**src/rtl/imm_generator.sv**
```systemverilog
// Purpose : RV32I decode-stage immediate generator (format classify, assemble, sign-extend).
// Latency : 1 cycle from inst_valid/inst to imm_valid/extended_immediate/imm_fmt/imm_illegal.
// Backpr. : none; accepts one instruction every cycle, results hold while inst_valid is low.
//
// Ports:
//   clk, rst_n          - rising-edge clock, asynchronous active-low reset
//   inst_valid, inst    - instruction word and its qualifier
//   extended_immediate  - immediate sign-extended to DATA_WIDTH (0 for NONE)
//   imm_valid           - outputs refer to the instruction captured on the previous edge
//   imm_fmt             - 0=NONE 1=I 2=SHAMT 3=S 4=B 5=U 6=J
//   imm_illegal         - opcode carries no immediate or is not recognised
module imm_generator #(
    parameter int DATA_WIDTH = 32
) (
    input  logic                  clk,
    input  logic                  rst_n,
    input  logic                  inst_valid,
    input  logic [31:0]           inst,
    output logic [DATA_WIDTH-1:0] extended_immediate,
    output logic                  imm_valid,
    output logic [2:0]            imm_fmt,
    output logic                  imm_illegal
);

    typedef enum logic [2:0] {
        FMT_NONE  = 3'd0,
        FMT_I     = 3'd1,
        FMT_SHAMT = 3'd2,
        FMT_S     = 3'd3,
        FMT_B     = 3'd4,
        FMT_U     = 3'd5,
        FMT_J     = 3'd6
    } imm_fmt_e;

    localparam logic [6:0] OP_IMM    = 7'b0010011;
    localparam logic [6:0] OP_LOAD   = 7'b0000011;
    localparam logic [6:0] OP_JALR   = 7'b1100111;
    localparam logic [6:0] OP_SYSTEM = 7'b1110011;
    localparam logic [6:0] OP_STORE  = 7'b0100011;
    localparam logic [6:0] OP_BRANCH = 7'b1100011;
    localparam logic [6:0] OP_LUI    = 7'b0110111;
    localparam logic [6:0] OP_AUIPC  = 7'b0010111;
    localparam logic [6:0] OP_JAL    = 7'b1101111;

    logic [6:0]            opcode;
    logic [2:0]            funct3;
    imm_fmt_e              fmt_nxt;
    logic [31:0]           imm32;
    logic [DATA_WIDTH-1:0] imm_ext;

    assign opcode = inst[6:0];
    assign funct3 = inst[14:12];

    // Format classification. Only the 32-bit encoding space (inst[1:0]==11)
    // is decoded; compressed/invalid words fall through to NONE.
    always_comb begin
        fmt_nxt = FMT_NONE;
        if (inst[1:0] == 2'b11) begin
            case (opcode)
                OP_IMM: begin
                    // SLLI/SRLI/SRAI carry a 5-bit shamt; funct7 (incl. SRAI's
                    // bit 30) is not part of the immediate.
                    if (funct3 == 3'b001 || funct3 == 3'b101) fmt_nxt = FMT_SHAMT;
                    else                                      fmt_nxt = FMT_I;
                end
                OP_LOAD, OP_JALR, OP_SYSTEM: fmt_nxt = FMT_I;
                OP_STORE:                    fmt_nxt = FMT_S;
                OP_BRANCH:                   fmt_nxt = FMT_B;
                OP_LUI, OP_AUIPC:            fmt_nxt = FMT_U;
                OP_JAL:                      fmt_nxt = FMT_J;
                default:                     fmt_nxt = FMT_NONE;
            endcase
        end
    end

    // Immediate assembly to 32 bits; every signed format uses inst[31] as MSB.
    always_comb begin
        imm32 = '0;
        case (fmt_nxt)
            FMT_I:     imm32 = {{20{inst[31]}}, inst[31:20]};
            FMT_SHAMT: imm32 = {27'd0, inst[24:20]};
            FMT_S:     imm32 = {{20{inst[31]}}, inst[31:25], inst[11:7]};
            FMT_B:     imm32 = {{19{inst[31]}}, inst[31], inst[7], inst[30:25], inst[11:8], 1'b0};
            FMT_U:     imm32 = {inst[31:12], 12'd0};
            FMT_J:     imm32 = {{11{inst[31]}}, inst[31], inst[19:12], inst[20], inst[30:21], 1'b0};
            default:   imm32 = '0;
        endcase
    end

    // Widening cast of a signed operand replicates bit 31 up to DATA_WIDTH;
    // SHAMT has bit 31 clear, so it stays zero-extended.
    assign imm_ext = DATA_WIDTH'($signed(imm32));

    always_ff @(posedge clk or negedge rst_n) begin
        if (!rst_n) begin
            extended_immediate <= '0;
            imm_valid          <= 1'b0;
            imm_fmt            <= 3'd0;
            imm_illegal        <= 1'b0;
        end else begin
            imm_valid <= inst_valid;
            // Payload only updates on a captured instruction; otherwise held.
            if (inst_valid) begin
                extended_immediate <= imm_ext;
                imm_fmt            <= fmt_nxt;
                imm_illegal        <= (fmt_nxt == FMT_NONE);
            end
        end
    end

endmodule

```
**config.mk**
```make
export PLATFORM = sky130hd
export DESIGN_NAME = imm_generator
export DESIGN_NICKNAME = d
export VERILOG_FILES = /design/src/rtl/imm_generator.sv
export SDC_FILE = /design/constraint.sdc
export NUM_CORES = 1
export LEC_CHECK = 0
export CORE_ASPECT_RATIO = 1.5
export CORE_UTILIZATION = 44
export CTS_CLUSTER_SIZE = 20
export DETAILED_ROUTE_END_ITERATION = 7
export GPL_ROUTABILITY_DRIVEN = 1
export PLACE_DENSITY_LB_ADDON = 0.08
export RECOVER_POWER = 100
export SLEW_MARGIN = 30
export SYNTH_ARGS = -nofsm -noshare
export SYNTH_HDL_FRONTEND = slang
export SYNTH_SLANG_ARGS = --single-unit
```
**constraint.sdc**
```tcl
create_clock -name clk -period 1 [get_ports clk]
set_input_delay 0.2 -clock clk [delete_from_list [all_inputs] [get_ports clk]]
set_output_delay 0.2 -clock clk [all_outputs]
set_load 0.01 [all_outputs]
```
==> results.ini, run 1 <==
[route]
post-route-drc-count=0
avgRoutedWirePerCell_um=17.5
met1_length_um=2470
first_pass_iters=4
dr_wl_met3_um=281
topRoutingLayerUsed=met4
drt-initial-drc-count=25
wl_um=6330
ant_nets=0
wl_met2_um=3410
vias=1987
via_per_inst=5.49

[yosys]
synth_nets=220
syn_avg_cell_area_um2=10.1
synth_compound_area_share_pct=21.7
syn_area_mm2=0.00186
yosysUniqueCellTypes=38
synth_fa_ha_area_share_pct=0
synth_top_cells_by_count=dfrtp_1 (37), a21oi_1 (16), a22oi_1 (15), nand2_1 (15), nor2_1 (15)
synth-seq-cells=37
yosysMostFrequentCell=dfrtp_1
syn-instance-count=185
synth_area_leader_cell=dfrtp_1
muxShareOfSynthArea_pct=4.36
synth_xor_area_share_pct=1.34
synth_warnings=0
synth-edff-count=0
ys_seq_area_share_pct=49.7
synth_area_leaders=dfrtp_1 (50%), a22oi_1 (6.0%), a21oi_1 (4.3%)
synth_top_family_by_area=compound AO/OA/AOI/OAI gates
yosys.area_share.simple_pct=17.8
synth_ff_type=dfrtp_1
synth.top_cell.area_share_pct=49.7
async_flop_share_pct=100

[grt]
overflow=0
grt_pass1_wl_um=8980
antenna_found_initial=0
grt_pass1_vias=1932
grt_max_degree=38
track_usage_pct=28.3

[final_layout]
drive_above_1_share_pct=50.5
antennaDiodeCount=0
layout.nets=351
area_growth_pct=76.2
fill_cells=249
register_area_um2=926
fin_cells=362
multi_input_area_mm2=0.00106

[power_and_ir_drop]
power_density_mw_per_mm2=1080
power.leakage_nw=1.70
finalPower_mw=3.56
ir_drop_uv=1210

[min_path]
holdCritPathClass=in2reg

[sta]
setup_tns_ns=-18.81
clock.fmax_mhz=623
worst_clock_skew_ns=0
grt_setup_unrepaired=yes
hold_viol=0
finalSetupViolations=70
fin_crit_ns=1.61
tightestPinTransition_ns=0.486
timing.final.max_slew_violations=0
max_slew_margin_pct=67.6
period_share_pct=161
layout_setup_ws_ns=-0.605

[floorplanning]
core_mm2=0.00399
start_util_pct=46.7
rows=28
die_w_um=55.1
die_area_mm2=0.00451
die_y_um=81.7
boundaryPins=72

[critical_path]
worstPathRequired_ns=1.18
endpoint_kind=register
crit_path_start=inst[2]
reg2reg_slack_ns=-0.07
cp_data_arrival_time_ns=1.78
timing.rr.start=extended_immediate[0]
path_max_fanout=5
critPathKind=in2reg
worst-r2r-cell-count=5
start_kind=input pin
endpoint=extended_immediate[1]
regToRegEndpoint=extended_immediate[0]

[clocking]
cts.sinks=37
cts-root-buf=clkbuf_8
cts-buffers-inserted=5
path_clk_slew_ns=0.08
clockBufferDepth=2
clk_latency_ns=0.29
ctsHtreeMaxLevel=2
cts_tree=built

[outcome]
violations=setup timing
outcome=complete, but fails checks

[job]
drv.max_cap_violation_count=0

[place]
numPlacedInstances=331
dpl.hpwl_um=3820
gp_congestion=0.905
portBuffers=71

==> kinds of logic after synthesis <==
logic type	count (synthesis)
AOI/OAI and AO/OA	56
buffers and inverters	21
muxes	8
DFF	37
xor gates and xnor gates	2
and+or+nand+nor	61
==> worst min path at each step <==
stage	from	endpoint	cells after the start
floorplan	rst_n	extended_immediate[0]	0
global placement	rst_n	extended_immediate[11]	2
detailed placement	rst_n	extended_immediate[11]	2
CTS	inst[6]	extended_immediate[0]	4
global route	inst[6]	extended_immediate[0]	4
finish	inst[6]	extended_immediate[0]	4
==> stage by stage <==
stage	utilization, %	hold WS [ns]	area [um2]	setup slack (ns)
detailed placement	72.6	0.184	2900	-1.36
finish	82.3	0.446	3290	-0.605
global route	82.3	0.458	3290	-0.679
CTS	78.6	0.386	3140	-0.583
global placement	72.6	0.182	2900	-1.26
floorplan	-	-0.0956	1890	-0.806
==> report_power, final <==
| group | switching, mW | total (mW) | leakage, nW | internal, mW |
|---|---|---|---|---|
| logic | 0.320 | 0.661 | 1.14 | 0.341 |
| clock network | 0.534 | 1.35 | 0.0585 | 0.813 |
| registers | 0.0190 | 1.55 | 0.501 | 1.53 |
==> worst max-delay path: stages <==
cell and delay [ns]:
buf_6 0.09, buf_6 0.12, buf_6 0.12, buf_6 0.10, and3b_1 0.22, nor3_2 0.06
o21ai_1 0.21, buf_4 0.22, nor2b_4 0.06, a22oi_2 0.27, o21ai_1 0.10
==> flip-flops by register name, indices dropped and copies added, names as in the netlist <==
name and count:
extended_immediate 32, imm_fmt 3, imm_illegal 1, imm_valid 1
==> area by class of cell <==
class	instances	area share, %
inverters	9	1.10
clock buffers	7	2.63
clock inverters	1	0.914
flip-flops and latches	37	28.2
well taps	45	1.71
repair buffers	136	33.2
multi-input cells	127	32.2
==> timing repair <==
action                                  in CTS  in global routing
endpoints found under the hold margin       37                  0
hold buffers                                 1                  0
gates cloned                                 0                  0
gates resized for setup                    220                 27
pin swaps                                   27                 21
endpoints found under the setup margin      73                 73
buffers inserted                            16                  9
==> layout by cell type, fill, tap and decap left out, types with 3 or more instances in the layout <==
master           Yosys  layout
inv_1                8       7
buf_2                2      36
a21oi_1             16      13
nor3_4               2       3
dfrtp_1             37      37
clkbuf_8             0       6
a22oi_2              0      10
nor2_1              15      11
a21oi_2              1       3
nand2_1             15      14
a22oi_1             15       5
mux2i_1              7       6
o2bb2ai_1            8       5
and3_1              12      12
o21ai_1              0       5
buf_6                1      16
buf_4                2      50
o2bb2ai_2            0       3
clkdlybuf4s50_1      0      24
==> metal layers <==
layer / vias up / global-route usage [%]
met2: 65 / 49.2
met4: 0 / 10.8
met3: 18 / 6.11
li1: 924 / -
met5: - / 0
met1: 980 / 32.8
No activity file was read; power rests on OpenSTA's default activity.
==> run 2: changes to the inputs <==
--- a/config.mk
+++ b/config.mk
@@ -5,11 +5,11 @@
 export SDC_FILE = /design/constraint.sdc
 export NUM_CORES = 1
 export LEC_CHECK = 0
+export ABC_CLOCK_PERIOD_IN_PS = 1000
 export CORE_ASPECT_RATIO = 1.5
 export CORE_UTILIZATION = 44
 export CTS_CLUSTER_SIZE = 20
 export DETAILED_ROUTE_END_ITERATION = 7
-export GPL_ROUTABILITY_DRIVEN = 1
 export PLACE_DENSITY_LB_ADDON = 0.08
 export RECOVER_POWER = 100
 export SLEW_MARGIN = 30
==> results of run 2 <==
Same layout as run 1: the final DEF is identical, and so are final timing and power.
==> run 3: changes to the inputs <==
--- a/config.mk
+++ b/config.mk
@@ -6,12 +6,14 @@
 export NUM_CORES = 1
 export LEC_CHECK = 0
 export ABC_CLOCK_PERIOD_IN_PS = 1000
+export CAP_MARGIN = 20
 export CORE_ASPECT_RATIO = 1.5
 export CORE_UTILIZATION = 44
 export CTS_CLUSTER_SIZE = 20
 export DETAILED_ROUTE_END_ITERATION = 7
 export PLACE_DENSITY_LB_ADDON = 0.08
 export RECOVER_POWER = 100
+export REMOVE_ABC_BUFFERS = 1
 export SLEW_MARGIN = 30
 export SYNTH_ARGS = -nofsm -noshare
 export SYNTH_HDL_FRONTEND = slang
==> run 3 against run 2 <==
Compared with the run above:
- total power down 2.3%
- sequential share of layout area up 1.3 points
- clock power barely moved
- die area unchanged
- setup slack better by 0.015 ns
- core utilization is 3.5 points lower
- global-route usage shrank 1.3 points
- register-to-register slack better by 0.11 ns
- the flow still finishes with violations (setup timing)
- sequential power about the same
- hold slack got worse by 0.11 ns
- non-clock buffer count fell by 10
- critical path type unchanged
- cell count shrank 2.8%
==> results.ini, run 3 (same netlist as run 1, synthesis figures left out) <==
[power_and_ir_drop]
ir_drop_uv=1150
power_density_mw_per_mm2=1100
power.leakage_nw=1.63

[sta]
hold_viol=0
finalSetupViolations=67
tightestPinTransition_ns=0.531
max_slew_margin_pct=64.6
layout_setup_ws_ns=-0.591
period_share_pct=159
clock.fmax_mhz=629
setup_tns_ns=-18.84
fin_crit_ns=1.59
worst_clock_skew_ns=0
grt_setup_unrepaired=yes
timing.final.max_slew_violations=0

[route]
wl_um=5720
ant_nets=0
first_pass_iters=4
drt-initial-drc-count=45
vias=1896
avgRoutedWirePerCell_um=16.3
post-route-drc-count=0
via_per_inst=5.39

[outcome]
violations=setup timing
outcome=complete, but fails checks

[floorplanning]
core_mm2=0.00399
die_y_um=81.7
die_area_mm2=0.00451
rows=28
boundaryPins=72
die_w_um=55.1
start_util_pct=46.7

[job]
drv.max_cap_violation_count=0

[place]
dpl.hpwl_um=3840
gp_congestion=0.843
place_area_mm2=0.00287
portBuffers=71

[final_layout]
layout.nets=341
regMostFlops=extended_immediate
area_growth_pct=68.7
antennaDiodeCount=0
mostFrequentLayoutCell=buf_4
post-route-util_pct=78.8
finish.instance_area_mm2=0.00315
fill_cells=288
reg.largest.list=extended_immediate (32), imm_fmt (3)
drive_above_1_share_pct=46.6
mostFrequentLayoutCells=buf_4 (45), dfrtp_1 (37), buf_2 (32)
largest_reg_flops=32

[critical_path]
start_kind=input pin
worstPathRequired_ns=1.22
reg2reg_slack_ns=0.04
path_max_fanout=8
endpoint_kind=register
cp_data_arrival_time_ns=1.81
critPathKind=in2reg

[clocking]
cts.sinks=37
ctsHtreeMaxLevel=2
clk_latency_ns=0.28
path_clk_slew_ns=0.07
cts-buffers-inserted=5
clockBufferDepth=2
cts-root-buf=clkbuf_8
cts_tree=built

[grt]
grt_max_degree=38
antenna_found_initial=0
grt_pass1_wl_um=8630
overflow=0
grt_pass1_vias=1842
track_usage_pct=27.0

[min_path]
holdCritPathClass=in2reg

==> run 3: worst max-delay path, stage by stage <==
cell and delay (ns):
buf_6 0.09, or3_4 0.42, nor4_4 0.37, a21oi_4 0.09
o31ai_4 0.26, buf_6 0.18, a22oi_2 0.08, o2bb2ai_2 0.12
==> run 3: final timing paths <==
path,from,end,depth (start not counted)
max in group asynchronous,rst_n,extended_immediate[8],3
worst max-delay path,inst[3],extended_immediate[13],8
min in group asynchronous,rst_n,extended_immediate[0],3
worst max register to register,extended_immediate[12],extended_immediate[12],4
worst min-delay path,inst[12],extended_immediate[12],3
worst min register to register,extended_immediate[21],extended_immediate[21],2
==> run 3: cell type report <==
cell class                 instances  area, um2  share of cell area (%)
clock buffer                       7       86.3                    2.74
clock inverter                     1       30.0                   0.955
inverter                           9       36.3                    1.15
multi-input combinational        127       1020                    32.4
sequential                        37        926                    29.4
tap                               45       56.3                    1.79
timing repair buffer             126        991                    31.5
==> run 3: layer usage <==
layer / vias up / routed length, um / GRT usage [%]
met5: - / 0 / 0
met4: 0 / 107 / 9.50
met3: 11 / 287 / 4.63
met2: 62 / 3050 / 47.2
met1: 916 / 2280 / 32.3
li1: 907 / - / -
==> run 3: timing repair <==
item	4_1_cts	5_1_grt
resized for setup	215	27
buffers inserted	9	8
endpoints found under the setup margin	73	72
hold endpoints to repair	37	0
pin swaps	26	19
hold buffers	1	0
==> run 3: through the flow <==
step | setup WS [ns] | instances | total power [mW] | hold WS (ns)
finish | -0.591 | 352 | 3.47 | 0.338
global route | -0.644 | 352 | 3.61 | 0.404
CTS | -0.600 | 345 | 3.51 | 0.373
detailed placement | -1.52 | 328 | 2.13 | 0.182
global placement | -1.44 | 328 | 2.13 | 0.182
floorplan | -0.843 | 173 | 1.73 | -0.0956
==> run 3: power by group <==
group | total (mW) | switching [mW] | internal, mW
Combinational | 0.596 | 0.294 | 0.302
Clock | 1.33 | 0.516 | 0.813
Sequential | 1.55 | 0.0191 | 1.53
Total | 3.47 | 0.829 | 2.65
